**config.mk**
```make
export PLATFORM = sky130hd
export DESIGN_NAME = addr_carry_look_ahead_flat
export DESIGN_NICKNAME = d
export VERILOG_FILES = /design/src/rtl/addr_carry_look_ahead_if.sv /design/src/rtl/addr_carry_look_ahead.sv /design/src/flat_wrapper.sv
export SDC_FILE = /design/constraint.sdc
export NUM_CORES = 1
export LEC_CHECK = 0
export CAP_MARGIN = 20
export CORE_UTILIZATION = 37
export CTS_BUF_LIST = sky130_fd_sc_hd__clkbuf_8
export DETAILED_ROUTE_END_ITERATION = 7
export PLACE_DENSITY_LB_ADDON = 0.08
export SKIP_CTS_REPAIR_TIMING = 1
export SLEW_MARGIN = 20
export SYNTH_ARGS = -nofsm -noshare
export SYNTH_HDL_FRONTEND = slang
export SYNTH_SLANG_ARGS = --single-unit
```
**constraint.sdc**
```tcl
create_clock -name iw_clk -period 2.5 [get_ports iw_clk]
set_clock_uncertainty 0.2 [all_clocks]
set_input_delay 0.5 -clock iw_clk [delete_from_list [all_inputs] [get_ports iw_clk]]
set_output_delay 0.5 -clock iw_clk [all_outputs]
set_load 0.01 [all_outputs]
```
**src/rtl/addr_carry_look_ahead_if.sv**
```systemverilog
// Operand/result bundle for addr_carry_look_ahead; the master drives operands and the slave returns
// the registered result plus the debug vectors.
interface addr_carry_look_ahead_if #(
    parameter int p_WIDTH = 8
);
    logic               iw_valid;
    logic [p_WIDTH-1:0] iwv_x;
    logic [p_WIDTH-1:0] iwv_y;
    logic               iw_carry;
    logic               wo_valid;
    logic [p_WIDTH:0]   wov_carry;
    logic [p_WIDTH:0]   wov_sum;
    logic [p_WIDTH-1:0] wov_cs;
    logic [p_WIDTH:0]   wov_output;

    modport master (
        output iw_valid, iwv_x, iwv_y, iw_carry,
        input  wo_valid, wov_carry, wov_sum, wov_cs, wov_output
    );

    modport slave (
        input  iw_valid, iwv_x, iwv_y, iw_carry,
        output wo_valid, wov_carry, wov_sum, wov_cs, wov_output
    );
endinterface

```
**src/rtl/addr_carry_look_ahead.sv**
```systemverilog
// Two-level carry-lookahead adder (4-bit groups + group lookahead) with registered result.
// Define ADDR_CLA_DEBUG_EN to register and expose the carry, half-sum and generate vectors.
module addr_carry_look_ahead #(
    parameter int p_WIDTH = 8
) (
    input  logic                  iw_clk,
    input  logic                  iw_rst_n,
    addr_carry_look_ahead_if.slave bus
);
    localparam int c_NG = (p_WIDTH + 3) / 4;
    localparam int c_WP = c_NG * 4;

    logic [c_WP-1:0]    p_pad;
    logic [c_WP-1:0]    g_pad;
    logic [c_NG-1:0]    grp_p;
    logic [c_NG-1:0]    grp_g;
    logic [c_NG:0]      grp_c;
    logic [p_WIDTH:0]   carry_c;
    logic [p_WIDTH:0]   output_c;

    logic               valid_d, valid_q;
    logic [p_WIDTH:0]   out_d, out_q;

    // Padding bits propagate without generating, so the partial top group's
    // carry-out equals the carry out of bit W-1.
    always_comb begin
        p_pad = '1;
        g_pad = '0;
        p_pad[p_WIDTH-1:0] = bus.iwv_x ^ bus.iwv_y;
        g_pad[p_WIDTH-1:0] = bus.iwv_x & bus.iwv_y;
    end

    always_comb begin
        grp_p = '0;
        grp_g = '0;
        for (int j = 0; j < c_NG; j++) begin
            grp_p[j] = &p_pad[4*j +: 4];
            grp_g[j] = g_pad[4*j+3]
                     | (p_pad[4*j+3] & g_pad[4*j+2])
                     | (p_pad[4*j+3] & p_pad[4*j+2] & g_pad[4*j+1])
                     | ((&p_pad[4*j+1 +: 3]) & g_pad[4*j]);
        end
    end

    // Each group carry is a flat sum of products over group G/P, not a chain.
    always_comb begin
        logic term;
        logic acc;
        term     = 1'b0;
        acc      = 1'b0;
        grp_c    = '0;
        grp_c[0] = bus.iw_carry;
        for (int j = 1; j <= c_NG; j++) begin
            acc = bus.iw_carry;
            for (int m = 0; m < j; m++) acc = acc & grp_p[m];
            for (int k = 0; k < j; k++) begin
                term = grp_g[k];
                for (int m = k + 1; m < j; m++) term = term & grp_p[m];
                acc = acc | term;
            end
            grp_c[j] = acc;
        end
    end

    always_comb begin
        logic term;
        logic acc;
        int   b;
        term    = 1'b0;
        acc     = 1'b0;
        b       = 0;
        carry_c = '0;
        for (int i = 0; i < p_WIDTH; i++) begin
            b   = (i / 4) * 4;
            acc = grp_c[i/4];
            for (int m = b; m < i; m++) acc = acc & p_pad[m];
            for (int k = b; k < i; k++) begin
                term = g_pad[k];
                for (int m = k + 1; m < i; m++) term = term & p_pad[m];
                acc = acc | term;
            end
            carry_c[i] = acc;
        end
        carry_c[p_WIDTH] = grp_c[c_NG];
    end

    assign output_c = {carry_c[p_WIDTH], p_pad[p_WIDTH-1:0] ^ carry_c[p_WIDTH-1:0]};

    always_comb begin
        valid_d = bus.iw_valid;
        out_d   = bus.iw_valid ? output_c : out_q;
    end

    always_ff @(posedge iw_clk) begin
        if (!iw_rst_n) begin
            valid_q <= 1'b0;
            out_q   <= '0;
        end else begin
            valid_q <= valid_d;
            out_q   <= out_d;
        end
    end

    assign bus.wo_valid   = valid_q;
    assign bus.wov_output = out_q;

`ifdef ADDR_CLA_DEBUG_EN
    logic [p_WIDTH:0]   carry_d, carry_q;
    logic [p_WIDTH:0]   sum_d, sum_q;
    logic [p_WIDTH-1:0] cs_d, cs_q;

    always_comb begin
        carry_d = bus.iw_valid ? carry_c : carry_q;
        sum_d   = bus.iw_valid ? {1'b0, p_pad[p_WIDTH-1:0]} : sum_q;
        cs_d    = bus.iw_valid ? g_pad[p_WIDTH-1:0] : cs_q;
    end

    always_ff @(posedge iw_clk) begin
        if (!iw_rst_n) begin
            carry_q <= '0;
            sum_q   <= '0;
            cs_q    <= '0;
        end else begin
            carry_q <= carry_d;
            sum_q   <= sum_d;
            cs_q    <= cs_d;
        end
    end

    assign bus.wov_carry = carry_q;
    assign bus.wov_sum   = sum_q;
    assign bus.wov_cs    = cs_q;
`else
    assign bus.wov_carry = '0;
    assign bus.wov_sum   = '0;
    assign bus.wov_cs    = '0;
`endif
endmodule

```
**src/flat_wrapper.sv**
```systemverilog
// flat-port wrapper written by rule: the top's interface ports become plain ports
module addr_carry_look_ahead_flat 
#(
    parameter int p_WIDTH = 8
)
  (iw_clk, iw_rst_n, bus_iw_valid, bus_iwv_x, bus_iwv_y, bus_iw_carry, bus_wo_valid, bus_wov_carry, bus_wov_sum, bus_wov_cs, bus_wov_output);
  addr_carry_look_ahead_if #(.p_WIDTH(p_WIDTH)) bus_i ();
  input  logic iw_clk;
  input  logic iw_rst_n;
  input wire logic [$bits(bus_i.iw_valid)-1:0] bus_iw_valid;
  input wire logic [$bits(bus_i.iwv_x)-1:0] bus_iwv_x;
  input wire logic [$bits(bus_i.iwv_y)-1:0] bus_iwv_y;
  input wire logic [$bits(bus_i.iw_carry)-1:0] bus_iw_carry;
  output wire logic [$bits(bus_i.wo_valid)-1:0] bus_wo_valid;
  output wire logic [$bits(bus_i.wov_carry)-1:0] bus_wov_carry;
  output wire logic [$bits(bus_i.wov_sum)-1:0] bus_wov_sum;
  output wire logic [$bits(bus_i.wov_cs)-1:0] bus_wov_cs;
  output wire logic [$bits(bus_i.wov_output)-1:0] bus_wov_output;
  assign bus_i.iw_valid = bus_iw_valid;
  assign bus_i.iwv_x = bus_iwv_x;
  assign bus_i.iwv_y = bus_iwv_y;
  assign bus_i.iw_carry = bus_iw_carry;
  assign bus_wo_valid = bus_i.wo_valid;
  assign bus_wov_carry = bus_i.wov_carry;
  assign bus_wov_sum = bus_i.wov_sum;
  assign bus_wov_cs = bus_i.wov_cs;
  assign bus_wov_output = bus_i.wov_output;
  addr_carry_look_ahead #(.p_WIDTH(p_WIDTH)) u_core (.iw_clk(iw_clk), .iw_rst_n(iw_rst_n), .bus(bus_i));
endmodule
```
==> results of run 1 <==
-- placed cells by master (no fill, tap or decap), types with 3 or more instances in the layout --
| cell | synthesis | routed |
|---|---|---|
| nand3_1 | 4 | 4 |
| clkdlybuf4s50_1 | 0 | 27 |
| clkbuf_8 | 0 | 4 |
| buf_4 | 26 | 9 |
| o211ai_1 | 4 | 4 |
| dfxtp_1 | 10 | 10 |
| ha_1 | 10 | 8 |
| conb_1 | 1 | 26 |
| nand4_1 | 3 | 3 |
| nor2_1 | 8 | 8 |
| a211oi_1 | 3 | 3 |
| a21oi_1 | 5 | 4 |
-- Yosys cell counts (3+ instances only) --
master	count
buf_4	26
dfxtp_1	10
ha_1	10
nor2_1	8
a21oi_1	5
nand3_1	4
o211ai_1	4
a211oi_1	3
nand2_1	3
nand4_1	3
-- cell families (layout without fill, tap and decap cells) --
family,count (synthesis),after routing,share of synthesized area (%)
other,1,26,0.428
and+or+nand+nor,25,25,14.7
adders and majority gates,12,12,18.8
buffers and inverters,30,44,24.3
AOI/OAI and AO/OA,19,19,14.7
DFF,10,10,22.8
xor gates and xnor gates,2,2,2.00
muxes,2,2,2.28
-- flip-flops by register name (all words and copies together) (netlist names) --
signal,cells
u_core.bus.wov_output,9
u_core.bus.wo_valid,1
-- worst max-delay path, stage by stage --
cell,delay (ns)
clkdlybuf4s50_1,0.51
ha_1,0.26
a21oi_1,0.11
nand4b_1,0.15
nand2_2,0.10
ha_4,0.17
o21a_1,0.18
o21ai_1,0.14
nand3b_1,0.12
a21oi_2,0.12
-- per-stage QoR --
stage               area (um^2)  hold WS, ns  total power [uW]  instances  TNS [ns]
floorplan                   971        0.285               320        126         0
global placement           1150        0.258               380        163    -0.717
detailed placement         1150        0.263               382        163    -0.758
CTS                        1210        0.280               582        167   -0.0368
finish                     1250        0.283               588        168         0
global route               1250        0.315               628        168   -0.0183
-- final timing paths --
kind                                               from                                     to  slack [ns]  cells past startpoint
hold reg to reg   u_core.bus.wov_output[6]$_SDFFE_PN0P_  u_core.bus.wov_output[6]$_SDFFE_PN0P_        0.28                      2
setup / recovery                           bus_iwv_y[0]  u_core.bus.wov_output[6]$_SDFFE_PN0P_        0.11                     10
hold / removal    u_core.bus.wov_output[6]$_SDFFE_PN0P_  u_core.bus.wov_output[6]$_SDFFE_PN0P_        0.28                      2
setup reg to reg  u_core.bus.wov_output[8]$_SDFFE_PN0P_  u_core.bus.wov_output[8]$_SDFFE_PN0P_        1.63                      3
-- metal layers --
layer,up-vias,GRT usage [%],routed length (um)
met5,-,0,0
met4,0,8.33,31
met3,4,0.909,92
met2,38,24.7,797
met1,345,18.2,783
li1,383,-,-
-- where the power goes --
group | leakage (uW) | switching, uW | internal [uW]
clock network | 0.0000288 | 60.8 | 138
registers | 0.0000828 | 7.74 | 175
logic | 0.000451 | 97.5 | 109
-- cell type report --
cell class	count	area, um^2	area share, %
Multi-Input combinational cell	86	594	47.4
Sequential cell	10	200	16.0
Tap cell	28	35.0	2.79
Timing Repair Buffer	38	363	28.9
Inverter	2	7.51	0.598
Clock buffer	4	55.1	4.39
==> flow_summary.json, run 1 <==
{
  "timing.critical_path.from_type": "primary input",
  "final.min_clock_period_ns": 2.39,
  "tritoncts": "done",
  "fp.dieW_um": 50.7,
  "gp_routability_congestion": 0.746,
  "worstSetupPathType": "primary input to flop",
  "wirelength_um": 1710,
  "report.final.setup_viol": 0,
  "clockRootBuffer": "clkbuf_8",
  "synth.area.top_cells": "dfxtp_1 (23%), buf_4 (22%), ha_1 (14%), fa_1 (4.6%), nor2_1 (3.4%)",
  "maximum_number_of_pins_on_one_net_before_global_route_repair": 13,
  "placementRows": 17,
  "netlist_instances": 101,
  "clock_tree.buffer_depth": 2,
  "final_layout_size_suffix_gt1_share_pct": 15.0,
  "start_util_pct": 39.3,
  "globalRouteTotalUtil_pct": 14.6,
  "slew_violations": 0,
  "vdd_drop_max_mv": 0.278,
  "firstDrtPassIters": 4,
  "cts_buffers": 3,
  "synth.largest_area_cell": "dfxtp_1",
  "synth.yosys.seq_area_share_pct": 22.8,
  "n_fill_cell": 202,
  "status": "finished clean",
  "dp_hpwl_um": 1400,
  "min-delay-path-class": "flop to flop",
  "detail_route.iter0.violations": 9,
  "fin_crit_sh_pct": 95.8,
  "first_global_vias": 674,
  "pwr_cell_area_mw_per_mm2": 469,
  "final_antenna_diode_count": 0,
  "io-pin-count": 56,
  "end_of_flow_core_utilization_pct": 56.2,
  "numClockSinks": 10,
  "ys_ff_latch": 10,
  "p_leak_uw": 0.000562,
  "h_tree_depth": 1,
  "end_kind": "flop",
  "largest_driver_fanout_on_the_critical_path": 2,
  "synthFlopType": "dfxtp_1",
  "setup_slack_ns": 0.106,
  "antenna_violations_before_repair": 0,
  "clk_pin_slew_ns": 0.05,
  "synth_top_area_share_pct": 22.8,
  "floorplan.die_area_mm2": 0.00257,
  "asyncSetResetFlopFracSynth_pct": 0,
  "synthDistinctLibCells": 28,
  "route.detailed.drc": 0,
  "dpl_worst_slack_ns": -0.252,
  "maxCapViolCount": 0,
  "detailroute.via_count": 770,
  "max_clock_freq_ghz": 0.418,
  "grt_overflow": 0,
  "wire_per_inst_um": 10.1,
  "netlist_area_um2": 877,
  "worst_ep_required_time_ns": 2.47,
  "viasPerCell": 4.58,
  "worstPathArrival_ns": 2.37,
  "fin_nets": 173,
  "place.port_buffers": 29,
  "area_delta_synth_final_pct": 43.1,
  "die_height_um": 50.7,
  "worstSkewPairLatency_ns": 0.23,
  "synthesis.area_per_instance_um2": 8.68,
  "yosys_warnings": 0,
  "grt_first_pass_wirelength_um": 2860,
  "number_of_flops_mapped_to_enable_cells_by_yosys": 0,
  "hold_fails_final_rpt": 0,
  "detail-route-antenna-nets": 0,
  "core-area_mm2": 0.00223
}
(Power assumes the default switching activity.)
==> run 2: changes to the inputs <==
--- a/config.mk
+++ b/config.mk
@@ -6,9 +6,11 @@
 export NUM_CORES = 1
 export LEC_CHECK = 0
 export CAP_MARGIN = 20
+export CORE_ASPECT_RATIO = 0.75
 export CORE_UTILIZATION = 37
 export CTS_BUF_LIST = sky130_fd_sc_hd__clkbuf_8
 export DETAILED_ROUTE_END_ITERATION = 7
+export GPL_TIMING_DRIVEN = 0
 export PLACE_DENSITY_LB_ADDON = 0.08
 export SKIP_CTS_REPAIR_TIMING = 1
 export SLEW_MARGIN = 20
==> flow_summary.json, run 2 (synthesis results as in run 1) <==
{
  "status": "finished clean",
  "antenna_violations_before_repair": 0,
  "grt_overflow": 0,
  "worstSkewPairLatency_ns": 0.23,
  "fp.dieW_um": 58.2,
  "clock_tree.buffer_depth": 2,
  "pwr_cell_area_mw_per_mm2": 414,
  "grt_setup_unrepaired": "false",
  "wire_per_inst_um": 10.1,
  "totalPowerFinal_uw": 568,
  "tritoncts": "done",
  "fin_nets": 192,
  "placementRows": 14,
  "maximum_number_of_pins_on_one_net_before_global_route_repair": 11,
  "route.detailed.drc": 0,
  "dp_hpwl_um": 1550,
  "wirelength_um": 1910,
  "report.final.setup_viol": 0,
  "place.port_buffers": 28,
  "end_of_flow_core_utilization_pct": 64.8,
  "clk_pin_slew_ns": 0.04,
  "detailroute.via_count": 841,
  "h_tree_depth": 1,
  "cts_buffers": 3,
  "mostFrequentLayoutCells": "buf_4 (27), conb_1 (26), clkdlybuf4s50_1 (24)",
  "start_util_pct": 41.4,
  "clockRootBuffer": "clkbuf_8",
  "detail-route-antenna-nets": 0,
  "min-delay-path-class": "flop to flop",
  "gp_routability_congestion": 0.745,
  "core-area_mm2": 0.00212,
  "first_global_vias": 733,
  "setup.reg_to_reg.worst_slack_ns": 1.62,
  "grt_first_pass_wirelength_um": 3060,
  "worstPathArrival_ns": 2.35,
  "worstSetupPathType": "primary input to flop",
  "detail_route.iter0.violations": 19,
  "dpl_worst_slack_ns": -0.338,
  "viasPerCell": 4.43,
  "final-instance-count-excl-fill": 190,
  "vdd_drop_max_mv": 0.358,
  "floorplan.die_area_mm2": 0.00257,
  "slew_violations": 0,
  "final_layout_size_suffix_gt1_share_pct": 24.7,
  "globalRouteTotalUtil_pct": 16.2,
  "area_delta_synth_final_pct": 56.5,
  "end_kind": "flop",
  "maxCapViolCount": 0,
  "fin_crit_sh_pct": 96.4,
  "max_clock_freq_ghz": 0.415,
  "setup_slack_ns": 0.0898,
  "die_height_um": 44.2,
  "setup_total_negative_slack_ns": 0,
  "placed_cells": 186,
  "numClockSinks": 10,
  "number_of_flip_flops_under_the_largest_register_name": 9,
  "firstDrtPassIters": 4,
  "p_leak_uw": 0.000679,
  "mostFrequentLayoutCell": "buf_4",
  "largest_driver_fanout_on_the_critical_path": 2,
  "final.min_clock_period_ns": 2.41,
  "timing.critical_path.from_type": "primary input",
  "final_antenna_diode_count": 0,
  "worst_ep_required_time_ns": 2.44,
  "io-pin-count": 56,
  "hold_fails_final_rpt": 0
}
[run 2: cell types whose count changed in the layout (fill, tap and decap cells not counted), sizes merged]
cell / before / now
buf: 9 / 29
clkbuf: 4 / 3
dlymetal6s2s: 2 / 4
clkdlybuf4s50: 27 / 24
[run 2: worst paths after layout]
kind | startpoint | to | depth (start not counted)
worst max-delay path | bus_iwv_y[1] | u_core.bus.wov_output[5]$_SDFFE_PN0P_ | 8
worst min-delay path | u_core.bus.wov_output[6]$_SDFFE_PN0P_ | u_core.bus.wov_output[6]$_SDFFE_PN0P_ | 2
worst max register to register | u_core.bus.wov_output[5]$_SDFFE_PN0P_ | u_core.bus.wov_output[5]$_SDFFE_PN0P_ | 2
worst min register to register | u_core.bus.wov_output[6]$_SDFFE_PN0P_ | u_core.bus.wov_output[6]$_SDFFE_PN0P_ | 2
[run 2: where the power goes]
group / switching [uW] / leakage, uW / internal, uW
logic: 99.8 / 0.000574 / 123
registers: 7.51 / 0.0000828 / 176
clock network: 57.0 / 0.0000216 / 105
[run 2: critical path: stages]
cell and delay, ns:
clkdlybuf4s50_1 0.42, ha_1 0.22, a21o_1 0.20, a21oi_2 0.16
nand2_2 0.09, fa_1 0.39, xnor2_1 0.14, a211oi_1 0.23
[run 2: area by class of cell]
class | count | area [um^2]
Sequential cell | 10 | 200
Buffer | 28 | 205
Multi-Input combinational cell | 86 | 581
Inverter | 2 | 7.51
Tap cell | 32 | 40.0
Timing Repair Buffer | 29 | 298
Fill cell | 191 | 747
Clock buffer | 3 | 41.3
[run 2: routing by layer]
layer	wire length (um)	share of wire (%)	up-vias	global-route usage (%)
li1	-	-	419	-
met1	760	40	380	17.8
met2	981	51	40	27.8
met3	160	8.4	2	8.19
met4	8	0.42	0	4.29
met5	0	0	-	0
[run 2: per-stage QoR]
| step | hold WS [ns] | area [um^2] |
|---|---|---|
| finish | 0.267 | 1370 |
| global route | 0.313 | 1370 |
| CTS | 0.268 | 1330 |
| detailed placement | 0.262 | 1290 |
| global placement | 0.252 | 1290 |
| floorplan | 0.285 | 971 |
